==> config.mk <==
export PLATFORM = sky130hd
export DESIGN_NAME = kcounter_ctrl
export DESIGN_NICKNAME = d
export VERILOG_FILES = /design/src/rtl/kcounter_ctrl_pkg.sv /design/src/rtl/kcounter_core.sv /design/src/rtl/kcounter_ctrl.sv
export SDC_FILE = /design/constraint.sdc
export NUM_CORES = 1
export LEC_CHECK = 0
export CAP_MARGIN = 20
export CORE_MARGIN = 10
export CORE_UTILIZATION = 60
export DETAILED_ROUTE_END_ITERATION = 6
export PLACE_DENSITY = 0.83
export RECOVER_POWER = 100
export REMOVE_ABC_BUFFERS = 1
export SYNTH_ARGS = -nofsm -noshare
export SYNTH_HDL_FRONTEND = slang
export SYNTH_SLANG_ARGS = --single-unit
==> constraint.sdc <==
create_clock -name clk -period 7 [get_ports clk]
set_clock_uncertainty 0.1 [all_clocks]
set_input_delay 1.4 -clock clk [delete_from_list [all_inputs] [get_ports clk]]
set_output_delay 1.4 -clock clk [all_outputs]
set_load 0.02 [all_outputs]
==> src/rtl/kcounter_ctrl_pkg.sv <==
// Shared types for the DPLL K-counter loop filter and its correction scheduler.
package kcounter_ctrl_pkg;

  typedef enum logic [1:0] {
    ST_IDLE  = 2'd0,
    ST_PULSE = 2'd1,
    ST_GUARD = 2'd2
  } issue_state_e;

  function automatic int max2(input int a, input int b);
    return (a > b) ? a : b;
  endfunction

endpackage

==> src/rtl/kcounter_core.sv <==
// Modulo-K up/down counter that emits a carry at the top and a borrow at zero,
// reloading to mid-scale on either event or on a synchronous flush.
module kcounter_core #(
  parameter int K_MOD = 8
) (
  input  logic clk,
  input  logic reset,
  input  logic enable,
  input  logic dn_up,
  input  logic clr,
  output logic carry,
  output logic borrow
);

  localparam int KW = $clog2(K_MOD);
  localparam logic [KW-1:0] KHALF = KW'(K_MOD / 2);
  localparam logic [KW-1:0] KTOP  = KW'(K_MOD - 1);

  logic [KW-1:0] kcnt_q, kcnt_d;

  always_comb begin
    carry  = enable && !dn_up && (kcnt_q == KTOP);
    borrow = enable && dn_up && (kcnt_q == '0);
    kcnt_d = kcnt_q;
    if (clr || carry || borrow) begin
      kcnt_d = KHALF;
    end else if (enable) begin
      kcnt_d = dn_up ? kcnt_q - 1'b1 : kcnt_q + 1'b1;
    end
  end

  always_ff @(posedge clk or posedge reset) begin
    if (reset) kcnt_q <= KHALF;
    else       kcnt_q <= kcnt_d;
  end

endmodule

==> src/rtl/kcounter_ctrl.sv <==
// DPLL loop filter: K-counter events feed a saturating signed pending count that is
// drained as single, guard-spaced inc/dec pulses toward the ID counter.
module kcounter_ctrl
  import kcounter_ctrl_pkg::*;
#(
  parameter int K_MOD     = 8,
  parameter int PEND_W    = 4,
  parameter int PULSE_LEN = 1,
  parameter int GUARD     = 2,
  parameter int LOCK_CYC  = 16
) (
  input  logic                     clk,
  input  logic                     reset,
  input  logic                     enable,
  input  logic                     dn_up,
  input  logic                     clr,
  output logic                     inc,
  output logic                     dec,
  output logic signed [PEND_W-1:0] pending,
  output logic                     sat,
  output logic                     locked
);

  localparam int TMR_W  = $clog2(max2(PULSE_LEN, GUARD) + 1);
  localparam int LOCK_W = $clog2(LOCK_CYC + 1);
  localparam int SUM_W  = PEND_W + 2;
  localparam logic signed [SUM_W-1:0] PEND_MAX   = SUM_W'((1 << (PEND_W - 1)) - 1);
  localparam logic signed [SUM_W-1:0] PEND_MIN   = -PEND_MAX;
  localparam logic [TMR_W-1:0]        PULSE_LAST = TMR_W'(PULSE_LEN - 1);
  localparam logic [TMR_W-1:0]        GUARD_LAST = TMR_W'(GUARD - 1);
  localparam logic [LOCK_W-1:0]       LOCK_TOP   = LOCK_W'(LOCK_CYC);

  function automatic logic signed [PEND_W-1:0] clamp_pend(input logic signed [SUM_W-1:0] v);
    if (v > PEND_MAX) return PEND_MAX[PEND_W-1:0];
    if (v < PEND_MIN) return PEND_MIN[PEND_W-1:0];
    return v[PEND_W-1:0];
  endfunction

  logic carry_raw, borrow_raw, evt_carry, evt_borrow;
  logic pend_pos, pend_neg, iss_inc, iss_dec;
  logic [1:0] add, sub;
  logic signed [SUM_W-1:0] sum;

  issue_state_e               state_q, state_d;
  logic [TMR_W-1:0]           tmr_q, tmr_d;
  logic                       inc_q, inc_d, dec_q, dec_d, sat_q, sat_d;
  logic signed [PEND_W-1:0]   pending_q, pending_d;
  logic [LOCK_W-1:0]          lock_cnt_q, lock_cnt_d;

  kcounter_core #(.K_MOD(K_MOD)) u_core (
    .clk    (clk),
    .reset  (reset),
    .enable (enable),
    .dn_up  (dn_up),
    .clr    (clr),
    .carry  (carry_raw),
    .borrow (borrow_raw)
  );

  // A flush outranks any event or issue decided in the same cycle.
  always_comb begin
    evt_carry  = carry_raw && !clr;
    evt_borrow = borrow_raw && !clr;
    pend_pos   = !pending_q[PEND_W-1] && (pending_q != '0);
    pend_neg   = pending_q[PEND_W-1];
    iss_inc    = (state_q == ST_IDLE) && !clr && pend_pos;
    iss_dec    = (state_q == ST_IDLE) && !clr && pend_neg;
    add        = {1'b0, evt_carry} + {1'b0, iss_dec};
    sub        = {1'b0, evt_borrow} + {1'b0, iss_inc};
    sum        = {{2{pending_q[PEND_W-1]}}, pending_q} + SUM_W'(add) - SUM_W'(sub);
    pending_d  = clamp_pend(sum);
    sat_d      = (sum > PEND_MAX) || (sum < PEND_MIN);
    if (clr) begin
      pending_d = '0;
      sat_d     = 1'b0;
    end
  end

  always_comb begin
    lock_cnt_d = lock_cnt_q;
    if (clr || carry_raw || borrow_raw) lock_cnt_d = '0;
    else if (enable && (lock_cnt_q != LOCK_TOP)) lock_cnt_d = lock_cnt_q + 1'b1;
  end

  always_comb begin
    state_d = state_q;
    tmr_d   = tmr_q;
    inc_d   = inc_q;
    dec_d   = dec_q;
    case (state_q)
      ST_IDLE: begin
        if (iss_inc || iss_dec) begin
          state_d = ST_PULSE;
          tmr_d   = PULSE_LAST;
          inc_d   = iss_inc;
          dec_d   = iss_dec;
        end
      end
      ST_PULSE: begin
        if (tmr_q == '0) begin
          state_d = ST_GUARD;
          tmr_d   = GUARD_LAST;
          inc_d   = 1'b0;
          dec_d   = 1'b0;
        end else begin
          tmr_d = tmr_q - 1'b1;
        end
      end
      ST_GUARD: begin
        if (tmr_q == '0) state_d = ST_IDLE;
        else             tmr_d   = tmr_q - 1'b1;
      end
      default: begin
        state_d = ST_IDLE;
        inc_d   = 1'b0;
        dec_d   = 1'b0;
      end
    endcase
  end

  always_ff @(posedge clk or posedge reset) begin
    if (reset) begin
      state_q    <= ST_IDLE;
      tmr_q      <= '0;
      inc_q      <= 1'b0;
      dec_q      <= 1'b0;
      sat_q      <= 1'b0;
      pending_q  <= '0;
      lock_cnt_q <= '0;
    end else begin
      state_q    <= state_d;
      tmr_q      <= tmr_d;
      inc_q      <= inc_d;
      dec_q      <= dec_d;
      sat_q      <= sat_d;
      pending_q  <= pending_d;
      lock_cnt_q <= lock_cnt_d;
    end
  end

  assign inc     = inc_q;
  assign dec     = dec_q;
  assign pending = pending_q;
  assign sat     = sat_q;
  assign locked  = (lock_cnt_q == LOCK_TOP);

endmodule
==> flow_summary.json <==
{
  "synthesis.area_sq_mm": 0.00142,
  "synth_sequential_area_ratio_pct": 33.6,
  "layout_worst_path_cycle_share_pct": 67.8,
  "crit_path_category": "in2reg",
  "antenna_nets_post_route": 0,
  "synth_edf_count": 0,
  "multi_input_area_sq_um": 835,
  "clock_sink_count": 19,
  "tritoncts": "yes",
  "maxSlewHeadroom_pct": 51.8,
  "antenna_violations_before_repair": 0,
  "crit_arrival_ns": 4.84,
  "cts_setup_buffers": 0,
  "synthesis.instances": 148,
  "power.ir.vdd_worst_mv": 0.323,
  "routed_wire_length_per_instance_um": 13.7,
  "initial_utilization_pct": 63.5,
  "path_max_fanout": 5,
  "final_slew_viol_count": 0,
  "timing.critical_path.to_type": "flop",
  "clock_tree_root_driver_cell": "sky130_fd_sc_hd__clkbuf_4",
  "antenna_cells_inserted": 0,
  "place_hpwl_um": 2120,
  "layout-area-overhead-vs-synth_pct": 10.8,
  "power-per-cell-area_mw_per_mm2": 390,
  "routed-via-count": 1092,
  "rsz_0062_raised_after_global_routing": "false",
  "io_pins": 13,
  "clock_latency_ns": 0.30,
  "design.core.area_sq_mm": 0.00223,
  "cts_clk_pin_slew_worst_paths_ns": 0.11,
  "worst_ep_required_time_ns": 7.09,
  "p_seq_share_pct": 27.0,
  "totalWireLength_um": 2600,
  "cell_internal_pwr_uw": 334,
  "grt_max_degree": 20,
  "ys_ff_latch": 19,
  "firstDrtPassIters": 4,
  "sort_of_element_at_the_start_of_the_critical_path": "primary input",
  "tightest_slew_ns": 0.722,
  "combPwrFrac_pct": 63.9,
  "cts_hold_buffers": 0,
  "final-hold-violation-count": 0,
  "overflow": 0,
  "drt_iter0_drc": 63,
  "die_height_um": 68.6,
  "floorplan.die.width_um": 68.6,
  "ff_latch_area_sq_um": 477,
  "global_route_wire_length_before_repair_um": 4520,
  "highest_achievable_clock_rate_mhz": 211,
  "max-cap-violations": 0,
  "vias_in_the_first_global_route": 1074,
  "placed_cells": 186,
  "via_per_inst": 5.75,
  "final.min_clock_period_ns": 4.75,
  "tritoncts.num_buffers": 3,
  "cts_resized": 0,
  "fp.dieArea_sq_mm": 0.00471,
  "swShare_pct": 45.4,
  "h_tree_level_count": 1,
  "drt_drc_violations_left": 0,
  "status": "complete, no violations",
  "synth_top_cell_by_area": "sky130_fd_sc_hd__dfrtp_1",
  "fraction_of_registers_with_async_set_reset_pct": 100,
  "leakagePower_nw": 0.792,
  "yosysTopAreaCellShare_pct": 31.7,
  "track_usage_pct": 12.1,
  "synth_flop_cell": "sky130_fd_sc_hd__dfrtp_1",
  "final-setup-viol-count": 0,
  "final_net_count": 188,
  "yosys_warnings": 0,
  "fillerInstances": 185,
  "number_of_distinct_standard_cells_referenced_by_the_synthesized_netlist": 47,
  "part_of_the_power_in_the_clock_network_pct": 9.1,
  "fin_setup_tns_ns": 0,
  "switching_pwr_uw": 279,
  "count_of_buffers_inserted_at_the_top_level_ports": 12,
  "synth.area.top_cells": "sky130_fd_sc_hd__dfrtp_1, sky130_fd_sc_hd__ha_1, sky130_fd_sc_hd__inv_1, sky130_fd_sc_hd__fa_1, sky130_fd_sc_hd__xor2_1",
  "post_route_cells_drive_above_1_share_pct": 5.56,
  "holdCritPathClass": "reg2reg",
  "layout.cells.non_filler": 190,
  "globalplace.congestion": 0.839,
  "max-clock-path-buffers": 2,
  "std_cell_rows": 17,
  "postSynthAreaPerCell_sq_um": 9.59
}
==> per-stage QoR <==
step	hold slack, ns	utilization (%)	cell area (sq um)	setup WS (ns)	power, mW
after floorplan	0.404	-	1410	2.97	0.479
after global placement	0.396	70.1	1570	2.28	0.563
after detailed placement	0.404	70.1	1570	2.16	0.578
after CTS	0.436	71.3	1590	2.48	0.637
after global routing	0.457	70.4	1570	2.02	0.668
final	0.423	70.4	1570	2.25	0.613
==> critical path, cell delays in order <==
cell and delay (ns):
sky130_fd_sc_hd__dlygate4sd3_1 0.62, sky130_fd_sc_hd__or3b_1 0.40, sky130_fd_sc_hd__nor3_1 0.22, sky130_fd_sc_hd__ha_1 0.18, sky130_fd_sc_hd__inv_1 0.05, sky130_fd_sc_hd__fa_1 0.48
sky130_fd_sc_hd__ha_1 0.31, sky130_fd_sc_hd__a211oi_1 0.51, sky130_fd_sc_hd__nor2_1 0.21, sky130_fd_sc_hd__a2bb2oi_1 0.21, sky130_fd_sc_hd__o221a_1 0.25
==> final timing paths <==
kind	startpoint	end	slack (ns)	cells after the start
max	dn_up	pending[0]	2.25	11
min	inc	inc	0.42	1
max reg2reg	u_core.kcnt_q[1]	pending[0]	3.52	10
min in group asynchronous	reset	lock_cnt_q[2]	1.54	2
max in group asynchronous	reset	sat	4.80	2
min reg2reg	inc	inc	0.42	1
==> layout make-up <==
class / count / area share (%)
Multi-Input combinational cell: 106 / 53.1
Sequential cell: 19 / 30.3
Timing Repair Buffer: 12 / 7.64
Inverter: 21 / 5.01
Tap cell: 28 / 2.23
Clock buffer: 3 / 1.43
Clock inverter: 1 / 0.318
==> cell families (layout without fill, tap and decap cells) <==
| group | Yosys count | after routing | share of synthesized area [%] |
|---|---|---|---|
| and+or+nand+nor | 44 | 44 | 16.8 |
| AOI/OAI and AO/OA | 30 | 30 | 16.2 |
| buffers and inverters | 23 | 37 | 6.17 |
| adders and majority gates | 20 | 20 | 19.2 |
| DFF | 19 | 19 | 33.6 |
| xor gates and xnor gates | 7 | 7 | 4.32 |
| muxes | 5 | 5 | 3.70 |
==> power groups by stage <==
| stage | Sequential, mW | Clock [mW] | Combinational [mW] |
|---|---|---|---|
| 3_5_place_dp | 0.168 | 0 | 0.410 |
| 4_1_cts | 0.166 | 0.0584 | 0.412 |
| 6_report | 0.165 | 0.0561 | 0.392 |
| 2_1_floorplan | 0.180 | 0 | 0.299 |
| 5_1_grt | 0.170 | 0.0609 | 0.437 |
| 3_3_place_gp | 0.167 | 0 | 0.396 |
==> cell usage in the layout (no fill, tap or decap), types with 2 or more instances in the layout <==
master	synthesis	layout
sky130_fd_sc_hd__a21o_1	1	2
sky130_fd_sc_hd__a21oi_1	8	8
sky130_fd_sc_hd__a22o_1	2	2
sky130_fd_sc_hd__clkbuf_4	0	3
sky130_fd_sc_hd__dfrtp_1	18	18
sky130_fd_sc_hd__dlygate4sd3_1	0	11
sky130_fd_sc_hd__fa_1	3	3
sky130_fd_sc_hd__ha_1	17	17
sky130_fd_sc_hd__inv_1	21	21
sky130_fd_sc_hd__mux2i_1	3	3
sky130_fd_sc_hd__nand2_1	10	10
sky130_fd_sc_hd__nand3_1	2	2
sky130_fd_sc_hd__nand4_1	2	2
sky130_fd_sc_hd__nor2_1	11	12
sky130_fd_sc_hd__nor2b_1	3	3
sky130_fd_sc_hd__nor3_1	2	2
sky130_fd_sc_hd__nor3b_1	2	2
sky130_fd_sc_hd__o211a_1	2	2
sky130_fd_sc_hd__o21ai_0	2	5
sky130_fd_sc_hd__o21ai_1	4	2
sky130_fd_sc_hd__xnor2_1	2	2
sky130_fd_sc_hd__xor2_1	5	5
==> layer usage <==
layer	GRT usage, %	part of all wire (%)
met1	14.2	44
met2	21.2	51
met3	2.90	4.3
met4	3.52	1.3
met5	0	0
==> state kept, by name, indices dropped and copies added (netlist names) <==
| signal | count |
|---|---|
| dec | 1 |
| inc | 1 |
| lock_cnt_q | 5 |
| pending | 4 |
| sat | 1 |
| state_q | 2 |
| tmr_q | 2 |
| u_core.kcnt_q | 3 |
==> cells in the mapped netlist (2+ instances only) <==
master / instances
sky130_fd_sc_hd__nor2_2: 2
sky130_fd_sc_hd__mux2i_1: 3
sky130_fd_sc_hd__nand4_1: 2
sky130_fd_sc_hd__nor3_1: 2
sky130_fd_sc_hd__nor3b_1: 2
sky130_fd_sc_hd__o21ai_1: 4
sky130_fd_sc_hd__o211a_1: 2
sky130_fd_sc_hd__nor2b_1: 3
sky130_fd_sc_hd__nor2_1: 11
sky130_fd_sc_hd__xor2_1: 5
sky130_fd_sc_hd__xnor2_1: 2
sky130_fd_sc_hd__ha_1: 17
sky130_fd_sc_hd__nand3_1: 2
sky130_fd_sc_hd__a22o_1: 2
sky130_fd_sc_hd__a21oi_1: 8
sky130_fd_sc_hd__fa_1: 3
sky130_fd_sc_hd__o21ai_0: 2
sky130_fd_sc_hd__nand2_1: 10
sky130_fd_sc_hd__dfrtp_1: 18
sky130_fd_sc_hd__inv_1: 21
No activity file was read; power rests on OpenSTA's default activity.
